`src/rtl/ram_fifo_pkg.sv`:
```
// ram_fifo_pkg: shared definitions for the RAM-backed FIFO controller.
//   state_t    - controller FSM encoding (IDLE, RD_WAIT)
//   fifo_depth - number of RAM words addressed by an address of a given width
package ram_fifo_pkg;

  typedef enum logic {
    IDLE    = 1'b0,
    RD_WAIT = 1'b1
  } state_t;

  function automatic int unsigned fifo_depth(input int unsigned addr_width);
    return 32'd1 << addr_width;
  endfunction

endpackage

```
`src/rtl/ram_fifo_ptr.sv`:
```
// ram_fifo_ptr: ADDR_WIDTH-bit wrapping pointer, used for the FIFO write and
// read positions in RAM.
// Ports:
//   clk - rising-edge clock
//   rst - asynchronous active-low reset (pointer clears to 0)
//   inc - advance the pointer by one at the next edge
//   ptr - current pointer value; wraps from DEPTH-1 to 0
module ram_fifo_ptr #(
  parameter int ADDR_WIDTH = 10
) (
  input  logic                  clk,
  input  logic                  rst,
  input  logic                  inc,
  output logic [ADDR_WIDTH-1:0] ptr
);

  logic [ADDR_WIDTH-1:0] ptr_r;

  // Pointer register; overflow of the natural binary width gives the wrap.
  always_ff @(posedge clk or negedge rst) begin
    if (!rst) begin
      ptr_r <= {ADDR_WIDTH{1'b0}};
    end else if (inc) begin
      ptr_r <= ptr_r + ADDR_WIDTH'(1'b1);
    end else begin
      ptr_r <= ptr_r;
    end
  end

  assign ptr = ptr_r;

endmodule

```
`src/rtl/ram_fifo_ctrl.sv`:
```
// ram_fifo_ctrl: FIFO controller in front of a single-port synchronous-read
// RAM. Converts a valid/ready write stream and a valid/ready read stream into
// RAM we/din/addr, prefetching one word into an output register.
// Read prefetches own the RAM port ahead of writes, but a prefetch can only
// start when the output register is empty, so writes always get the port
// while a word is waiting for the consumer.
// Ports:
//   clk, rst           - clock, asynchronous active-low reset
//   wr_valid/wr_ready  - write handshake, wr_data is the word
//   rd_valid/rd_ready  - read handshake, rd_data is the output register
//   ram_we/ram_din/ram_addr - RAM control, ram_dout is RAM read data (1-cycle)
//   level              - words held (RAM count plus output register)
//   almost_full        - only with RAM_FIFO_CTRL_AFULL_EN defined; registered,
//                        high when level >= AF_THRESH
// Optional feature macro: RAM_FIFO_CTRL_AFULL_EN
module ram_fifo_ctrl
  import ram_fifo_pkg::*;
#(
  parameter int WIDTH      = 8,
  parameter int ADDR_WIDTH = 10
`ifdef RAM_FIFO_CTRL_AFULL_EN
  ,
  parameter int AF_THRESH  = 2**ADDR_WIDTH - 2
`endif
) (
  input  logic                  clk,
  input  logic                  rst,
  input  logic                  wr_valid,
  output logic                  wr_ready,
  input  logic [WIDTH-1:0]      wr_data,
  output logic                  rd_valid,
  input  logic                  rd_ready,
  output logic [WIDTH-1:0]      rd_data,
  output logic                  ram_we,
  output logic [WIDTH-1:0]      ram_din,
  output logic [ADDR_WIDTH-1:0] ram_addr,
  input  logic [WIDTH-1:0]      ram_dout,
  output logic [ADDR_WIDTH:0]   level
`ifdef RAM_FIFO_CTRL_AFULL_EN
  ,
  output logic                  almost_full
`endif
);

  localparam logic [ADDR_WIDTH:0] DEPTH_C = (ADDR_WIDTH+1)'(fifo_depth(ADDR_WIDTH));
  localparam logic [ADDR_WIDTH:0] ZERO_C  = {(ADDR_WIDTH+1){1'b0}};
  localparam logic [ADDR_WIDTH:0] ONE_C   = {{ADDR_WIDTH{1'b0}}, 1'b1};

  state_t                state_r;
  logic                  rd_valid_r;
  logic [WIDTH-1:0]      rd_data_r;
  logic [ADDR_WIDTH:0]   count_r;
  logic [ADDR_WIDTH:0]   level_r;

  logic                  issue_rd_s;
  logic                  wr_ready_s;
  logic                  wr_fire_s;
  logic                  consume_s;
  logic                  rd_valid_next_s;
  logic [ADDR_WIDTH:0]   count_next_s;
  logic [ADDR_WIDTH:0]   level_next_s;
  logic [ADDR_WIDTH-1:0] wr_ptr_s;
  logic [ADDR_WIDTH-1:0] rd_ptr_s;
  logic [ADDR_WIDTH-1:0] ram_addr_s;

  // Port arbitration and handshake qualification.
  always_comb begin
    issue_rd_s = (state_r == IDLE) && !rd_valid_r && (count_r != ZERO_C);
    wr_ready_s = (state_r == IDLE) && !issue_rd_s && (count_r != DEPTH_C);
    wr_fire_s  = wr_valid && wr_ready_s;
    consume_s  = rd_valid_r && rd_ready;
  end

  // RAM address select. rd_ptr has already advanced by the RD_WAIT cycle, so
  // the issued address is rebuilt as rd_ptr-1 to keep it steady on the port.
  always_comb begin
    ram_addr_s = wr_ptr_s;
    if (state_r == RD_WAIT) begin
      ram_addr_s = rd_ptr_s - ADDR_WIDTH'(1'b1);
    end else if (issue_rd_s) begin
      ram_addr_s = rd_ptr_s;
    end else begin
      ram_addr_s = wr_ptr_s;
    end
  end

  // Next-state occupancy. Write accept and read issue never coincide because
  // wr_ready is low during issue_rd.
  always_comb begin
    count_next_s    = count_r;
    rd_valid_next_s = rd_valid_r;
    if (wr_fire_s) begin
      count_next_s = count_r + ONE_C;
    end else if (issue_rd_s) begin
      count_next_s = count_r - ONE_C;
    end else begin
      count_next_s = count_r;
    end
    if (state_r == RD_WAIT) begin
      rd_valid_next_s = 1'b1;
    end else if (consume_s) begin
      rd_valid_next_s = 1'b0;
    end else begin
      rd_valid_next_s = rd_valid_r;
    end
    level_next_s = count_next_s + {{ADDR_WIDTH{1'b0}}, rd_valid_next_s};
  end

  // Controller FSM with the output register it fills.
  always_ff @(posedge clk or negedge rst) begin
    if (!rst) begin
      state_r    <= IDLE;
      rd_valid_r <= 1'b0;
      rd_data_r  <= {WIDTH{1'b0}};
    end else begin
      rd_valid_r <= rd_valid_next_s;
      case (state_r)
        IDLE: begin
          if (issue_rd_s) begin
            state_r <= RD_WAIT;
          end else begin
            state_r <= IDLE;
          end
        end
        RD_WAIT: begin
          rd_data_r <= ram_dout;
          state_r   <= IDLE;
        end
        default: begin
          state_r <= IDLE;
        end
      endcase
    end
  end

  // Occupancy registers.
  always_ff @(posedge clk or negedge rst) begin
    if (!rst) begin
      count_r <= ZERO_C;
      level_r <= ZERO_C;
    end else begin
      count_r <= count_next_s;
      level_r <= level_next_s;
    end
  end

`ifdef RAM_FIFO_CTRL_AFULL_EN
  localparam logic [ADDR_WIDTH:0] AF_C = (ADDR_WIDTH+1)'(AF_THRESH);
  logic almost_full_r;

  // Almost-full flag, computed from next-state level so it tracks level.
  always_ff @(posedge clk or negedge rst) begin
    if (!rst) begin
      almost_full_r <= 1'b0;
    end else begin
      almost_full_r <= (level_next_s >= AF_C);
    end
  end

  assign almost_full = almost_full_r;
`endif

  ram_fifo_ptr #(.ADDR_WIDTH(ADDR_WIDTH)) u_wr_ptr (
    .clk (clk),
    .rst (rst),
    .inc (wr_fire_s),
    .ptr (wr_ptr_s)
  );

  ram_fifo_ptr #(.ADDR_WIDTH(ADDR_WIDTH)) u_rd_ptr (
    .clk (clk),
    .rst (rst),
    .inc (issue_rd_s),
    .ptr (rd_ptr_s)
  );

  assign wr_ready = wr_ready_s;
  assign ram_we   = wr_fire_s;
  assign ram_din  = wr_data;
  assign ram_addr = ram_addr_s;
  assign rd_valid = rd_valid_r;
  assign rd_data  = rd_data_r;
  assign level    = level_r;

endmodule

```
`config.mk`:
```
export PLATFORM = sky130hd
export DESIGN_NAME = ram_fifo_ctrl
export DESIGN_NICKNAME = d
export VERILOG_FILES = /design/src/rtl/ram_fifo_pkg.sv /design/src/rtl/ram_fifo_ptr.sv /design/src/rtl/ram_fifo_ctrl.sv
export SDC_FILE = /design/constraint.sdc
export NUM_CORES = 1
export LEC_CHECK = 0
export CAP_MARGIN = 20
export CORE_ASPECT_RATIO = 1.75
export CORE_MARGIN = 10
export CORE_UTILIZATION = 50
export DETAILED_ROUTE_END_ITERATION = 8
export GPL_ROUTABILITY_DRIVEN = 1
export HOLD_SLACK_MARGIN = 0.1
export PLACE_DENSITY = 0.78
export SYNTH_ARGS = -nofsm -noshare
export SYNTH_HDL_FRONTEND = slang
export SYNTH_HIERARCHICAL = 1
export SYNTH_SLANG_ARGS = --single-unit
```
`constraint.sdc`:
```
create_clock -name clk -period 7.65 [get_ports clk]
set_input_delay 1.53 -clock clk [delete_from_list [all_inputs] [get_ports clk]]
set_output_delay 1.53 -clock clk [all_outputs]
set_load 0.05 [all_outputs]
```
Yosys cells after proc, flatten, opt, wreduce, memory -nomap -nowiden
Cells that the tools add are included.

Add/sub/neg operators: 6. Equality and inequality tests: 1. Mux-type cells: 8. Bitwise logic cells: 1. Reductions and logical operators: 9.

Operators with widths (number): 11-bit 2-to-1 mux (2); 10-bit by 1-bit adder with 10-bit output, second input constant (2); 10-bit 2-to-1 mux (2); 11-bit by 1-bit adder with 11-bit output (1); 11-bit by 1-bit adder with 11-bit output, second input constant (1); 11-bit != test, second input constant (1); 11-bit nonzero test (1); 11-bit by 1-bit subtractor with 11-bit output, second input constant (1); 10-bit by 1-bit subtractor with 10-bit output, second input constant (1); 1-bit logical AND (6); 1-bit 2-to-1 mux (3); 1-bit zero test (2); 1-bit case mux with 2 select lines (1); 1-bit inverter (1).

Register bits after elaboration: 52. Output and inout port bits: 40. Word-level logic and storage cells: 32.

Longest topological paths before layout
Gate-level depths: netlist of the first run.

Depth in word-level cells: 9. Gate-level depth with buffers: 13. Mapped depth without buffers: 12.

By module
Netlist of the first run, hierarchy kept.

By module, submodules not included: ram_fifo_ctrl (times used 1, cells an instance 210, area an instance 1991.9 µm², seq. area each 800.8 µm²); ram_fifo_ptr (times used 2, cells an instance 35, area an instance 434.2 µm², seq. area each 250.2 µm²).

Worst setup path after synthesis of the first run
OpenSTA, ideal clock, no wires.

Path type: input port to flip-flop. Start: input wr_valid. End: register level_r[10] (netlist: level[10]). Arrival: 4304 ps. Data required time: 7517 ps. Setup slack: 3213 ps. Stages on the path: 9. Path buffers: 0. Path through: nand2b_1 a21oi_1 nor2_1 xnor2_1 ha_1 ha_1 nand3_1 or4b_4 xnor2_2.

Word-level cells in the longest chain between the ends: 3.

RTL lines: start, declared (RTL line ram_fifo_ctrl.sv:28) `input logic wr_valid,`; 1-bit logical AND (RTL line ram_fifo_ctrl.sv:70) `wr_fire_s = wr_valid && wr_ready_s;`; net ram_we (RTL line ram_fifo_ctrl.sv:34) `output logic ram_we,`; 11-bit 2-to-1 mux (RTL line ram_fifo_ctrl.sv:92) `if (wr_fire_s) begin`; net count_next_s[0] (RTL line ram_fifo_ctrl.sv:60) `logic [ADDR_WIDTH:0] count_next_s;`; 11-bit by 1-bit adder with 11-bit output (RTL line ram_fifo_ctrl.sv:106) `level_next_s = count_next_s + {{ADDR_WIDTH{1'b0}}, rd_valid_next_s};`; net level_next_s[10] (RTL line ram_fifo_ctrl.sv:61) `logic [ADDR_WIDTH:0] level_next_s;`; end signal, assigned (RTL line ram_fifo_ctrl.sv:143) `level_r <= level_next_s;`; end, declared (RTL line ram_fifo_ctrl.sv:53) `logic [ADDR_WIDTH:0] level_r;`.

The timed path passes the listed nets, and every way through them passes these cells. A chain may end at the register's enable or synchronous reset.

Final worst setup path of the first run
Start: input wr_valid. End: output ram_we.

Word-level cells in the longest chain between the ends: 1.

RTL lines (RTL line): 1-bit logical AND (ram_fifo_ctrl.sv:70); end, declared (ram_fifo_ctrl.sv:34).

No other way between the ends.

==> out/results.ini, run 1 <==
[critical_path]
cp_common_cell=clkdlybuf4s50_1
worstPathArrival_ns=3.78
cp_slowest_stage_delay_ns=0.96
end_kind=primary output
crit_buf_inv=2
crit_family=buffers and inverters
crit_slowest_cell=clkdlybuf4s50_1
criticalPathCategory=primary input to primary output
path_cells=clkdlybuf4s50_1 -> nand2b_1 -> a21oi_1 -> clkdlybuf4s50_1
cp-start-kind=primary input
critPathMaxFanout=9
ff2ff_path_depth=10
critical_path_required_ns=6.12
cp_num_cells=4

[cts]
cts.path.max_buffers=2
root_buffer=clkbuf_8
post_cts_buffers=0
cts_tree=yes
clock_sinks=52
cts_inserted_buffers=5
insertion_delay_ns=0.30
htreeDepth=2
cts_resized=0
clk_pin_slew_ns=0.08
postCtsHoldBufs=0

[sta]
fmax_mhz=188
rsz0062_at_grt=false
setup_viol=0
slew_headroom=0.425
tns_ns=0
tightestPinTransition_ns=0.862
fin_crit_sh=0.694
final.min_clock_period_ns=5.31
worst_slack_ns=2.34
drv_slew=0
clock-skew-final_ns=0.00892
hold_violations=0

[placement]
hpwl_mm=4.83
dp_cells=387
port_buffers=43
place.gp.congestion=0.879
dp_slack_ns=2.35

[floorplan]
io-pin-count=60
die_x_um=77.2
dieArea_um2=9270
initial_core_util=0.512
rows=36
dieHeight_um=120
core-area_um2=5590

[synth]
synth_edf_count=0
synth-seq-cells=52
yosys_warnings=6
yosysSeqAreaShare=0.455
synth_cell_type_count=45
ys.flop_type=dfrtp_1
avgSynthCellArea_um2=10.2
synth_top_area_frac=0.455
synth_nets=307
async_reset_ff_frac=1.00
synthesis.area_um2=2860
synth_area_leaders=dfrtp_1 45%, xor2_1 7.0%, xnor2_1 4.9%
synthCells=280
synth_top_area_cell=dfrtp_1

[hold_path]
hold_class=flop to flop
worstHoldPathCells=1

[finish]
utilization=0.604
drive_above_1_share=0.104
syn2layout_area_growth_pct=18.0
nets=345
fin_cells=394
diodes=0

[job]
max_cap_violations=0

[drt]
firstDrtPassIters=4
wl_met3_um=205
finalWirelength_mm=6.29
vias_per_cell=5.49
drt_iter0_drc=102
wl_met2_mm=3.56
wire_per_inst_um=16.0
top_layer=met4
antenna_left=0
met1_length_mm=2.40
vias=2164
drc_errors=0

[global_route]
first_global_vias=2224
grt_pass1_wl_mm=10.7
grt_max_degree=53
overflow=0
grt_usage=0.139
antenna_found_initial=0

[power]
switching_power_uw=803
p_sw_frac=0.506
power.density_nw_per_um2=470
ir_drop_mv=0.274
p_seq_frac=0.329
leakagePower_uw=0.00145
clock_power_share=0.092
power.total_uw=1590
p_int_uw=784
combPwrFrac=0.580

[run_status]
status=finished, final reports clean

[registers in the layout (all words and copies together), names as in the netlist]
signal	count
rd_valid	1
rd_data	8
u_rd_ptr/ptr	10
count_r	11
state_r	1
level	11
u_wr_ptr/ptr	10
[worst register-to-register path, delay by kind of cell (launching register included)]
family                   cells  cell delay [ns]
AND/OR/NAND/NOR              5             2.21
adder cells (fa/ha/maj)      2             0.42
flip-flops                   1             0.45
AO/OA/AOI/OAI                1             0.70
XOR/XNOR                     2             0.38
[power by group through the flow]
stage,registers (µW),logic [µW],clock network (µW)
2_1_floorplan,650,525,0
3_3_place_gp,521,917,0
3_5_place_dp,525,926,0
4_1_cts,520,930,151
5_1_grt,544,988,161
6_report,522,920,146
[Yosys cell counts (4+ instances only)]
| library cell | number |
|---|---|
| or4_1 | 4 |
| nand2_1 | 35 |
| dfrtp_1 | 52 |
| xor2_1 | 23 |
| nor3_1 | 11 |
| xnor2_1 | 16 |
| mux2_2 | 10 |
| nand4_1 | 7 |
| nor2_1 | 18 |
| a22oi_1 | 8 |
| inv_1 | 9 |
| nand3_1 | 11 |
| ha_1 | 7 |
| a21oi_1 | 4 |
| a31oi_1 | 4 |
| nand2b_1 | 4 |
| clkbuf_1 | 4 |
| buf_4 | 8 |
| nor4_1 | 9 |
| nor3_2 | 4 |
[layer usage]
layer / GRT usage / vias to the layer above
met5: 0 / -
li1: - / 1061
met1: 0.144 / 1064
met2: 0.264 / 31
met4: 0.0573 / 0
met3: 0.0284 / 8
[final timing paths]
check                                start         endpoint  slack (ns)
min                        u_wr_ptr/ptr[9]  u_wr_ptr/ptr[9]        0.50
max reg2reg                     count_r[7]        level[10]        3.38
max                               wr_valid           ram_we        2.34
min in group asynchronous              rst      count_r[10]        1.34
max in group asynchronous              rst       rd_data[5]        5.88
min reg2reg                u_wr_ptr/ptr[9]  u_wr_ptr/ptr[9]        0.50
[cell families (layout without fill, tap and decap cells)]
group                      Yosys count  after routing  synth area share
AOI/OAI and AO/OA                   31             31            0.0827
adders and majority gates            7              7            0.0306
buffers and inverters               23             61            0.0459
and+or+nand+nor                    117            117             0.221
DFF                                 52             52             0.455
xor gates and xnor gates            40             40             0.125
muxes                               10             10            0.0394
[cell type report]
cell class / count / area, µm²
inverter: 9 / 33.8
clock inverter: 1 / 5.00
timing repair buffer: 45 / 440
tap: 76 / 95.1
sequential: 52 / 1300
multi-input combinational: 205 / 1430
clock buffer: 6 / 72.6
fill: 527 / 2210
[metrics by stage]
| stage | cell area (µm²) | hold WS (ns) |
|---|---|---|
| final | 3380 | 0.501 |
| after global routing | 3380 | 0.513 |
| after CTS | 3380 | 0.509 |
| after detailed placement | 3300 | 0.495 |
| after global placement | 3300 | 0.490 |
| after floorplan | 2860 | 0.442 |
[cell usage in the layout (no fill, tap or decap), types with 5 or more instances in the layout]
cell / instances
a22oi_1: 8
ha_1: 7
xor2_1: 23
mux2_2: 10
nand4_1: 7
nand2_1: 35
inv_1: 9
xnor2_1: 16
dfrtp_1: 52
nor4_1: 9
nand3_1: 11
nor2_1: 18
clkdlybuf4s50_1: 42
clkbuf_8: 5
nor3_1: 11
Note: power is estimated with default switching activity, not from simulation.
==> run 2, diff against run 1 <==
--- a/config.mk
+++ b/config.mk
@@ -8,11 +8,11 @@
 export CAP_MARGIN = 20
 export CORE_ASPECT_RATIO = 1.75
 export CORE_MARGIN = 10
-export CORE_UTILIZATION = 50
+export CORE_UTILIZATION = 46
 export DETAILED_ROUTE_END_ITERATION = 8
 export GPL_ROUTABILITY_DRIVEN = 1
 export HOLD_SLACK_MARGIN = 0.1
-export PLACE_DENSITY = 0.78
+export PLACE_DENSITY = 0.76
 export SYNTH_ARGS = -nofsm -noshare
 export SYNTH_HDL_FRONTEND = slang
 export SYNTH_HIERARCHICAL = 1
==> constraint.sdc (replaced) <==
create_clock -name clk -period 4.7 [get_ports clk]
set_input_delay 0.94 -clock clk [delete_from_list [all_inputs] [get_ports clk]]
set_output_delay 0.94 -clock clk [all_outputs]
set_load 0.05 [all_outputs]
==> run 2 against run 1 <==
Net effect: worst setup slack lost 1.9 ns; clock skew fell by 0.0043 ns; cell count grew 2.0%; non-clock buffer count increased by 3; largest power group unchanged.
==> out/results.ini, run 2 (synthesis gave the netlist of run 1 again) <==
[run_status]
status=finished, final reports clean

[finish]
num-fill-cells=521  ; -1.1%
layout_commonest_cell=dfrtp_1
utilization=0.557  ; -0.0475
syn2layout_area_growth_pct=19.4
nets=348  ; +0.87%
drive_above_1_share=0.112  ; +0.00803
layout_common_cells=52 x dfrtp_1, 42 x clkdlybuf4s50_1, 35 x nand2_1
diodes=0  ; unchanged

[cts]
cts.path.max_buffers=2  ; unchanged
postCtsHoldBufs=0  ; unchanged
clk_pin_slew_ns=0.09  ; about the same
clock_sinks=52  ; unchanged
post_cts_buffers=0  ; unchanged
cts_resized=0  ; unchanged
cts_inserted_buffers=5  ; unchanged
cts_tree=yes
root_buffer=clkbuf_8
htreeDepth=2  ; unchanged
insertion_delay_ns=0.30  ; about the same

[sta]
hold_violations=0  ; unchanged
rsz0062_at_grt=false
fmax_mhz=236
fin_crit_sh=0.901
tns_ns=0  ; unchanged
drv_slew=0  ; unchanged
slew_headroom=0.568  ; +0.143
setup_viol=0  ; unchanged
clock-skew-final_ns=0.00458  ; -0.00434 ns
tightestPinTransition_ns=0.647  ; -0.214 ns
final.min_clock_period_ns=4.23

[drt]
vias=2190  ; +1.2%
firstDrtPassIters=4  ; unchanged
drc_errors=0  ; unchanged
vias_per_cell=5.45  ; -0.81%
antenna_left=0  ; unchanged
drt_iter0_drc=132  ; +29%
finalWirelength_mm=6.40  ; +1.8%
wire_per_inst_um=15.9  ; -0.21%

[power]
p_sw_frac=0.503  ; -0.00332
leakagePower_uw=0.00147  ; +1.4%
p_seq_frac=0.315  ; -0.014
p_int_uw=1300  ; +66%
ir_drop_mv=0.430  ; +57%
combPwrFrac=0.588  ; +0.008
switching_power_uw=1320  ; +64%
clock_power_share=0.097  ; +0.005
power.density_nw_per_um2=768  ; +63%

[global_route]
antenna_found_initial=0  ; unchanged
use_met1=0.136  ; -0.00744
first_global_vias=2263  ; +1.8%
grt_pass1_wl_mm=10.7  ; -0.12%
busiest_layer=met2
grt_max_degree=53  ; unchanged
overflow=0  ; unchanged
grt_util_met3=0.0289  ; +0.000501
grt_usage=0.132  ; -0.00784
met2_usage=0.244  ; -0.0192

[critical_path]
crit_start=count_r[7]
cp-start-kind=flop
crit_slowest_cell=clkdlybuf4s50_1
cp_common_cell=nor2_1
end_kind=primary output
r2r_start=count_r[7]
worstPathArrival_ns=3.29  ; -0.49 ns
critPathMaxFanout=10  ; +1
cp_slowest_stage_delay_ns=0.81  ; -0.15 ns
path_cells=or4_1 -> nor4_2 -> buf_4 -> nor2_1 -> nor2_1 -> a221o_1 -> clkdlybuf4s50_1
criticalPathCategory=flop to primary output
critical_path_required_ns=3.76  ; -2.36 ns

[floorplan]
io-pin-count=60  ; unchanged
core-area_um2=6130  ; +9.8%
die_x_um=79.6  ; +3.1%
initial_core_util=0.466  ; -0.0458
dieArea_um2=9900  ; +6.8%
dieHeight_um=124  ; +3.5%
rows=38  ; +5.6%

[hold_path]
hold_class=flop to flop
hp-start=u_wr_ptr/ptr[9]

[placement]
port_buffers=43  ; unchanged
place.gp.congestion=0.861  ; -2.0%
hpwl_mm=4.85  ; +0.46%

[job]
max_cap_violations=0  ; unchanged

## run 2: per-layer routing
layer  vias up  part of all wire
met3         5             0.048
met4         0             0.014
met5         -                 0
li1       1061                 -
met2        48              0.56
met1      1076              0.38
## run 2: layout make-up
| type | instances | area [µm²] | area share |
|---|---|---|---|
| flip-flops and latches | 52 | 1300 | 0.381 |
| inverters | 9 | 33.8 | 0.00989 |
| well taps | 80 | 100 | 0.0293 |
| clock buffers | 8 | 90.1 | 0.0264 |
| repair buffers | 48 | 463 | 0.136 |
| multi-input cells | 205 | 1430 | 0.418 |
## run 2: path summary, 6_finish.rpt
path / to / slack [ns] / cells after the start
setup reg to reg: level[10] / 0.86 / 10
hold reg to reg: u_wr_ptr/ptr[9] / 0.50 / 1
hold / removal: u_wr_ptr/ptr[9] / 0.50 / 1
min in group asynchronous: u_rd_ptr/ptr[6] / 0.74 / 2
max in group asynchronous: u_wr_ptr/ptr[1] / 3.52 / 2
setup / recovery: ram_addr[1] / 0.47 / 7
## run 2: power by group through the flow
| stage | logic, µW | clock network (µW) | registers (µW) |
|---|---|---|---|
| 6_report | 1540 | 254 | 825 |
| 5_1_grt | 1650 | 284 | 853 |
| 4_1_cts | 1560 | 262 | 823 |
| 3_5_place_dp | 1550 | 0 | 831 |
| 3_3_place_gp | 1530 | 0 | 822 |
| 2_1_floorplan | 854 | 0 | 1060 |
## run 2: metrics by stage
| step | instances | cell area, µm² | worst slack, ns | power [µW] | hold slack [ns] |
|---|---|---|---|---|---|
| floorplan | 280 | 2860 | 0.364 | 1910 | 0.442 |
| global placement | 394 | 3330 | 0.875 | 2350 | 0.489 |
| detailed placement | 394 | 3330 | 0.815 | 2380 | 0.486 |
| CTS | 402 | 3420 | 0.468 | 2640 | 0.502 |
| global route | 402 | 3420 | 0.221 | 2790 | 0.520 |
| finish | 402 | 3420 | 0.467 | 2620 | 0.501 |
## run 2: worst max-delay path: cells and delay by family (launching register included)
| kind | cells | cell delay, ns |
|---|---|---|
| DFF | 1 | 0.45 |
| AOI/OAI and AO/OA | 1 | 0.26 |
| and+or+nand+nor | 4 | 1.28 |
| buffers and inverters | 2 | 0.99 |
==> run 3, diff against run 2 <==
--- a/config.mk
+++ b/config.mk
@@ -8,11 +8,12 @@
 export CAP_MARGIN = 20
 export CORE_ASPECT_RATIO = 1.75
 export CORE_MARGIN = 10
-export CORE_UTILIZATION = 46
+export CORE_UTILIZATION = 48
+export CTS_BUF_LIST = sky130_fd_sc_hd__clkbuf_4 sky130_fd_sc_hd__clkbuf_8
 export DETAILED_ROUTE_END_ITERATION = 8
 export GPL_ROUTABILITY_DRIVEN = 1
 export HOLD_SLACK_MARGIN = 0.1
-export PLACE_DENSITY = 0.76
+export PLACE_DENSITY = 0.79
 export SYNTH_ARGS = -nofsm -noshare
 export SYNTH_HDL_FRONTEND = slang
 export SYNTH_HIERARCHICAL = 1
==> run 3 against run 2 <==
Net effect: design area increased by 0.11%; fmax increased by 1.2%; routed wire length increased by 0.94%; utilization increased by 2.9 points; clock skew about the same; hold slack improved by 0.0038 ns; clock power increased by 4%; sequential power about the same; clock-buffer cell count decreased by 1; critical endpoint is now ram_addr[9]; largest power group unchanged; highest routed layer unchanged.
==> out/results.ini, run 3 (synthesis gave the netlist of run 1 again) <==
[power]
ir_drop_mv=0.367  ; -15%
power.density_nw_per_um2=769  ; +0.16%
power.total_uw=2630  ; +0.27%
leakagePower_uw=0.00148  ; +0.33%

[drt]
met1_length_mm=2.41  ; -1.0%
drc_errors=0  ; unchanged
firstDrtPassIters=4  ; unchanged
finalWirelength_mm=6.46  ; +0.94%
vias=2215  ; +1.1%
wl_met3_um=314  ; +1.3%
drt_iter0_drc=201  ; +52%
wl_met2_mm=3.60  ; +0.98%
vias_per_cell=5.55  ; +1.9%
wire_per_inst_um=16.2  ; +1.7%
top_layer=met4
antenna_left=0  ; unchanged

[sta]
fmax_mhz=239  ; +1.2%
hold_violations=0  ; unchanged
tightestPinTransition_ns=0.647  ; -0.000159 ns
slew_headroom=0.569  ; about the same
tns_ns=0  ; unchanged
setup_viol=0  ; unchanged
rsz0062_at_grt=false
final.min_clock_period_ns=4.18  ; -0.0496 ns
clock-skew-final_ns=0.00488  ; +0.000298 ns
drv_slew=0  ; unchanged
fin_crit_sh=0.890  ; -0.0106

[global_route]
grt_max_degree=53  ; unchanged
first_global_vias=2265  ; +0.088%
grt_pass1_wl_mm=11.1  ; +3.9%
antenna_found_initial=0  ; unchanged
grt_usage=0.142  ; +0.0104
overflow=0  ; unchanged

[floorplan]
core-area_um2=5830  ; -4.9%
dieHeight_um=122  ; -1.8%
io-pin-count=60  ; unchanged
rows=37  ; -2.6%
initial_core_util=0.490  ; +0.0240
dieArea_um2=9570  ; -3.3%
die_x_um=78.4  ; -1.6%

[cts]
post_cts_buffers=0  ; unchanged
clk_pin_slew_ns=0.08  ; about the same
postCtsHoldBufs=0  ; unchanged
cts_inserted_buffers=5  ; unchanged
htreeDepth=2  ; unchanged
clock_sinks=52  ; unchanged
insertion_delay_ns=0.30  ; about the same
cts_resized=0  ; unchanged
cts_tree=yes
cts.path.max_buffers=2  ; unchanged
root_buffer=clkbuf_8

[finish]
layout_commonest_cell=dfrtp_1
layout_common_cells=52 x dfrtp_1, 42 x clkdlybuf4s50_1, 35 x nand2_1
nets=348  ; unchanged
utilization=0.586  ; +0.0293
drive_above_1_share=0.115  ; +0.00346
syn2layout_area_growth_pct=19.6
num-fill-cells=539  ; +3.5%
diodes=0  ; unchanged

[critical_path]
cp_common_cell=nor2_1
criticalPathCategory=flop to primary output
crit_slowest_cell=clkdlybuf4s50_1
ff2ff_setup_slack_ns=0.83  ; -0.03 ns
cp-start-kind=flop
end_kind=primary output
path_cells=or3_4 -> nor4_2 -> buf_4 -> nor2_1 -> nor2_1 -> a22oi_1 -> nand2_1 -> clkdlybuf4s50_1
critPathMaxFanout=10  ; unchanged
critical_path_required_ns=3.76  ; about the same
worstPathArrival_ns=3.24  ; -0.05 ns
cp_slowest_stage_delay_ns=0.80  ; about the same

[placement]
place.gp.congestion=0.928  ; +7.8%
hpwl_mm=4.97  ; +2.5%
port_buffers=43  ; unchanged

[run_status]
status=finished, final reports clean

[job]
max_cap_violations=0  ; unchanged

[hold_path]
hold_class=flop to flop

==> run 3: changes by cell type in the layout (fill, tap and decap cells not counted) <==
cell      before  now
clkbuf_1       2    0
clkbuf_8       6    7
==> run 3: routing by layer <==
layer,vias up,global-route usage
met5,-,0
met4,0,0.0574
met3,12,0.0361
met2,49,0.262
met1,1089,0.148
li1,1065,-
==> run 3: cell type report <==
type                       count  area [µm²]  area share
clock buffer                   7        96.3      0.0282
inverter                       9        33.8     0.00988
multi-input combinational    205        1430       0.417
sequential                    52        1300       0.381
tap                           78        97.6      0.0285
timing repair buffer          48         463       0.135
==> run 3: final timing paths <==
check / startpoint / end / cells past startpoint
setup / recovery: count_r[3] / ram_addr[9] / 8
hold / removal: u_wr_ptr/ptr[9] / u_wr_ptr/ptr[9] / 1
setup reg to reg: count_r[7] / level[10] / 10
hold reg to reg: u_wr_ptr/ptr[9] / u_wr_ptr/ptr[9] / 1
max in group asynchronous: rst / rd_data[3] / 2
min in group asynchronous: rst / level[8] / 2
==> run 3: power breakdown <==
group	internal (µW)	switching, µW	leakage [µW]
Clock	131	134	0.0000503
Combinational	559	980	0.000791
Sequential	622	203	0.000635
==> run 3: per-stage QoR <==
| stage | hold WS (ns) | instances | setup WS, ns | instance area (µm²) |
|---|---|---|---|---|
| 3_3_place_gp | 0.489 | 392 | 0.883 | 3320 |
| 2_1_floorplan | 0.442 | 280 | 0.364 | 2860 |
| 6_report | 0.504 | 399 | 0.516 | 3420 |
| 5_1_grt | 0.512 | 399 | 0.310 | 3420 |
| 4_1_cts | 0.501 | 399 | 0.513 | 3420 |
| 3_5_place_dp | 0.485 | 392 | 0.864 | 3320 |
==> run 3: worst max-delay path: cells and delay by family, from the launching register on <==
kind / cells / cell delay (ns)
AO/OA/AOI/OAI: 1 / 0.18
buffers and inverters: 2 / 0.99
flip-flops: 1 / 0.48
AND/OR/NAND/NOR: 5 / 1.30
==> RTL change: new RTL, settings of run 3 <==
Change the parameter `WIDTH` from 8 to 6.
--- a/src/rtl/ram_fifo_ctrl.sv
+++ b/src/rtl/ram_fifo_ctrl.sv
@@ -18,3 +18,3 @@
 #(
-  parameter int WIDTH      = 8,
+  parameter int WIDTH      = 6,
   parameter int ADDR_WIDTH = 10
Interface: changed (resized ram_din, ram_dout, rd_data and wr_data); port bits go from 60 to 52. The function was not compared with the original's and may differ.
==> RTL change against run 3 <==
Via count fell by 3.1%. Synthesized area fell by 2.1%. Wire length fell by 4.7%. Setup slack got worse by 0.21 ns. Power fell by 4.5%. Sequential power fell by 2.9%. Sequential cell count fell by 2. Clock power fell by 4%. Design area fell by 2.8%. Largest power group unchanged.
==> RTL change: results (changes against run 3) <==
[outcome]
status = complete, no violations

[synth]
synth_common_cells = dfrtp_1 (50), nand2_1 (33), xor2_1 (26)
synth.distinct_cells = 49  ; +8.9%
postSynthAreaPerCell_sq_um = 10.1  ; -0.68%
synth-async-reset-ratio_pct = 100  ; unchanged
synth_area_leaders = dfrtp_1 (45%), xor2_1 (8.1%), nand2_1 (4.4%)
seq_area_frac_synth_pct = 44.7  ; -0.81 points
synthesis.nets = 299  ; -2.6%
ys_warn_count = 6  ; unchanged

[pwr]
switching_share_pct = 50.2  ; +0.17 points
power_leakage_nw = 1.44  ; -2.4%
ir_drop_v = 0.000418  ; +14%

[setup_path]
reg2reg_from = count_r[1]$_DFF_PN0_
slowest_delay_ns = 0.80  ; about the same
critical_path_class = register to primary output
path_max_fanout = 10  ; unchanged
worst-r2r-setup-slack_ns = 1.13  ; +0.30 ns
r2r_cells = 13  ; +3
timing.rr.end = level[10]$_DFF_PN0_
critPathArrivalTime_ns = 3.46  ; +0.22 ns

[placement]
gp_congestion = 0.899  ; -3.1%
dp_hpwl_mm = 4.61  ; -7.3%
io_buffers = 39  ; -9.3%
dp_cells = 378  ; -3.6%
place_ws_ns = 0.611  ; -0.254 ns
placed_area_sq_um = 3210  ; -3.5%

[clock_network]
cts-resized-gates = 0  ; unchanged
h-tree-depth = 2  ; unchanged
cts_setup_buffers = 0  ; unchanged
clkTransAtPathRegs_ns = 0.08  ; about the same
clk_latency_ns = 0.29
cts_buffers = 5  ; unchanged

[global_route]
grt_start_max_net_pins = 51  ; -3.8%
grtUsageTotal_pct = 13.7  ; -0.55 points
antenna_found_initial = 0  ; unchanged
grt_pass1_vias = 2283  ; +0.79%
grt_pass1_wl_mm = 10.8  ; -2.7%

[min_path]
hp-class = input port to asynchronous set/reset pin

[route]
wl_mm = 6.16  ; -4.7%
first_pass_iters = 4  ; unchanged
drt-initial-drc-count = 194  ; -3.5%
via_count = 2146  ; -3.1%

[sta]
final.setup_skew_ns = 0.00432  ; -0.000564 ns
tightest_slew_ns = 0.672  ; +0.0247 ns
post-route-min-period_ns = 4.40  ; +0.215 ns

[final_layout]
fin_cells = 387  ; -3.0%
nNetsFinal = 333  ; -4.3%
drive_gt1_share_pct = 11.9  ; +0.37 points

## RTL change: cell count changes in the layout (fill, tap and decap cells not counted), sizes merged, moves of 3 or more
cell	change
nor3b	+3
o21ai	+3
xor2	+3
xnor2	-3
clkdlybuf4s50	-4
nor3	-3
## RTL change: area by class of cell
| type | count | area [sq um] |
|---|---|---|
| clock buffers | 7 | 90.1 |
| clock inverters | 1 | 5.00 |
| fillers | 486 | 2310 |
| inverters | 8 | 30.0 |
| multi-input cells | 203 | 1430 |
| flip-flops and latches | 50 | 1250 |
| well taps | 76 | 95.1 |
| repair buffers | 42 | 420 |
## RTL change: power by group through the flow
stage | sequential, W | combinational [W] | clock [W]
global route | 0.000830 | 0.00157 | 0.000281
detailed placement | 0.000808 | 0.00146 | 0
finish | 0.000802 | 0.00145 | 0.000255
CTS | 0.000799 | 0.00147 | 0.000263
floorplan | 0.000975 | 0.000867 | 0
global placement | 0.000795 | 0.00144 | 0
## RTL change: how the worst min path moves through the flow
stage / startpoint / end / slack, ns
after CTS: u_wr_ptr/ptr[9]$_DFFE_PN0P_ / u_wr_ptr/ptr[9]$_DFFE_PN0P_ / 0.51
after floorplan: u_wr_ptr/ptr[9]$_DFFE_PN0P_ / u_wr_ptr/ptr[9]$_DFFE_PN0P_ / 0.44
after global routing: rst / rd_data[1]$_DFFE_PN0P_ / 0.49
after detailed placement: u_wr_ptr/ptr[9]$_DFFE_PN0P_ / u_wr_ptr/ptr[9]$_DFFE_PN0P_ / 0.49
final: rst / rd_data[1]$_DFFE_PN0P_ / 0.50
after global placement: u_wr_ptr/ptr[9]$_DFFE_PN0P_ / u_wr_ptr/ptr[9]$_DFFE_PN0P_ / 0.49
## RTL change: metal layers
| metal | share of wire [%] | global-route usage [%] | up-vias |
|---|---|---|---|
| li1 | - | - | 1043 |
| met1 | 37 | 13.7 | 1047 |
| met3 | 5.9 | 3.56 | 7 |
| met5 | 0 | 0 | - |
| met4 | 1.1 | 3.90 | 0 |
| met2 | 56 | 26.4 | 49 |
## RTL change: per-stage QoR
step	total power (W)	utilization, %
2_1_floorplan	0.00184	-
3_3_place_gp	0.00223	57.0
3_5_place_dp	0.00227	57.0
4_1_cts	0.00253	58.7
5_1_grt	0.00268	59.0
6_report	0.00251	59.0
## RTL change: worst max-delay path: cells and delay by family, from the launching register on
kind,cells,cell delay [ns]
AOI/OAI and AO/OA,2,0.44
adders and majority gates,1,0.27
buffers and inverters,2,0.92
DFF,1,0.45
and+or+nand+nor,3,1.08
## RTL change: logic make-up after synthesis
logic type | share of synthesized area (%)
AND/OR/NAND/NOR | 23.1
flip-flops | 44.7
XOR/XNOR | 12.5
AO/OA/AOI/OAI | 9.16
buffers and inverters | 4.20
multiplexers | 3.22
adder cells (fa/ha/maj) | 3.13
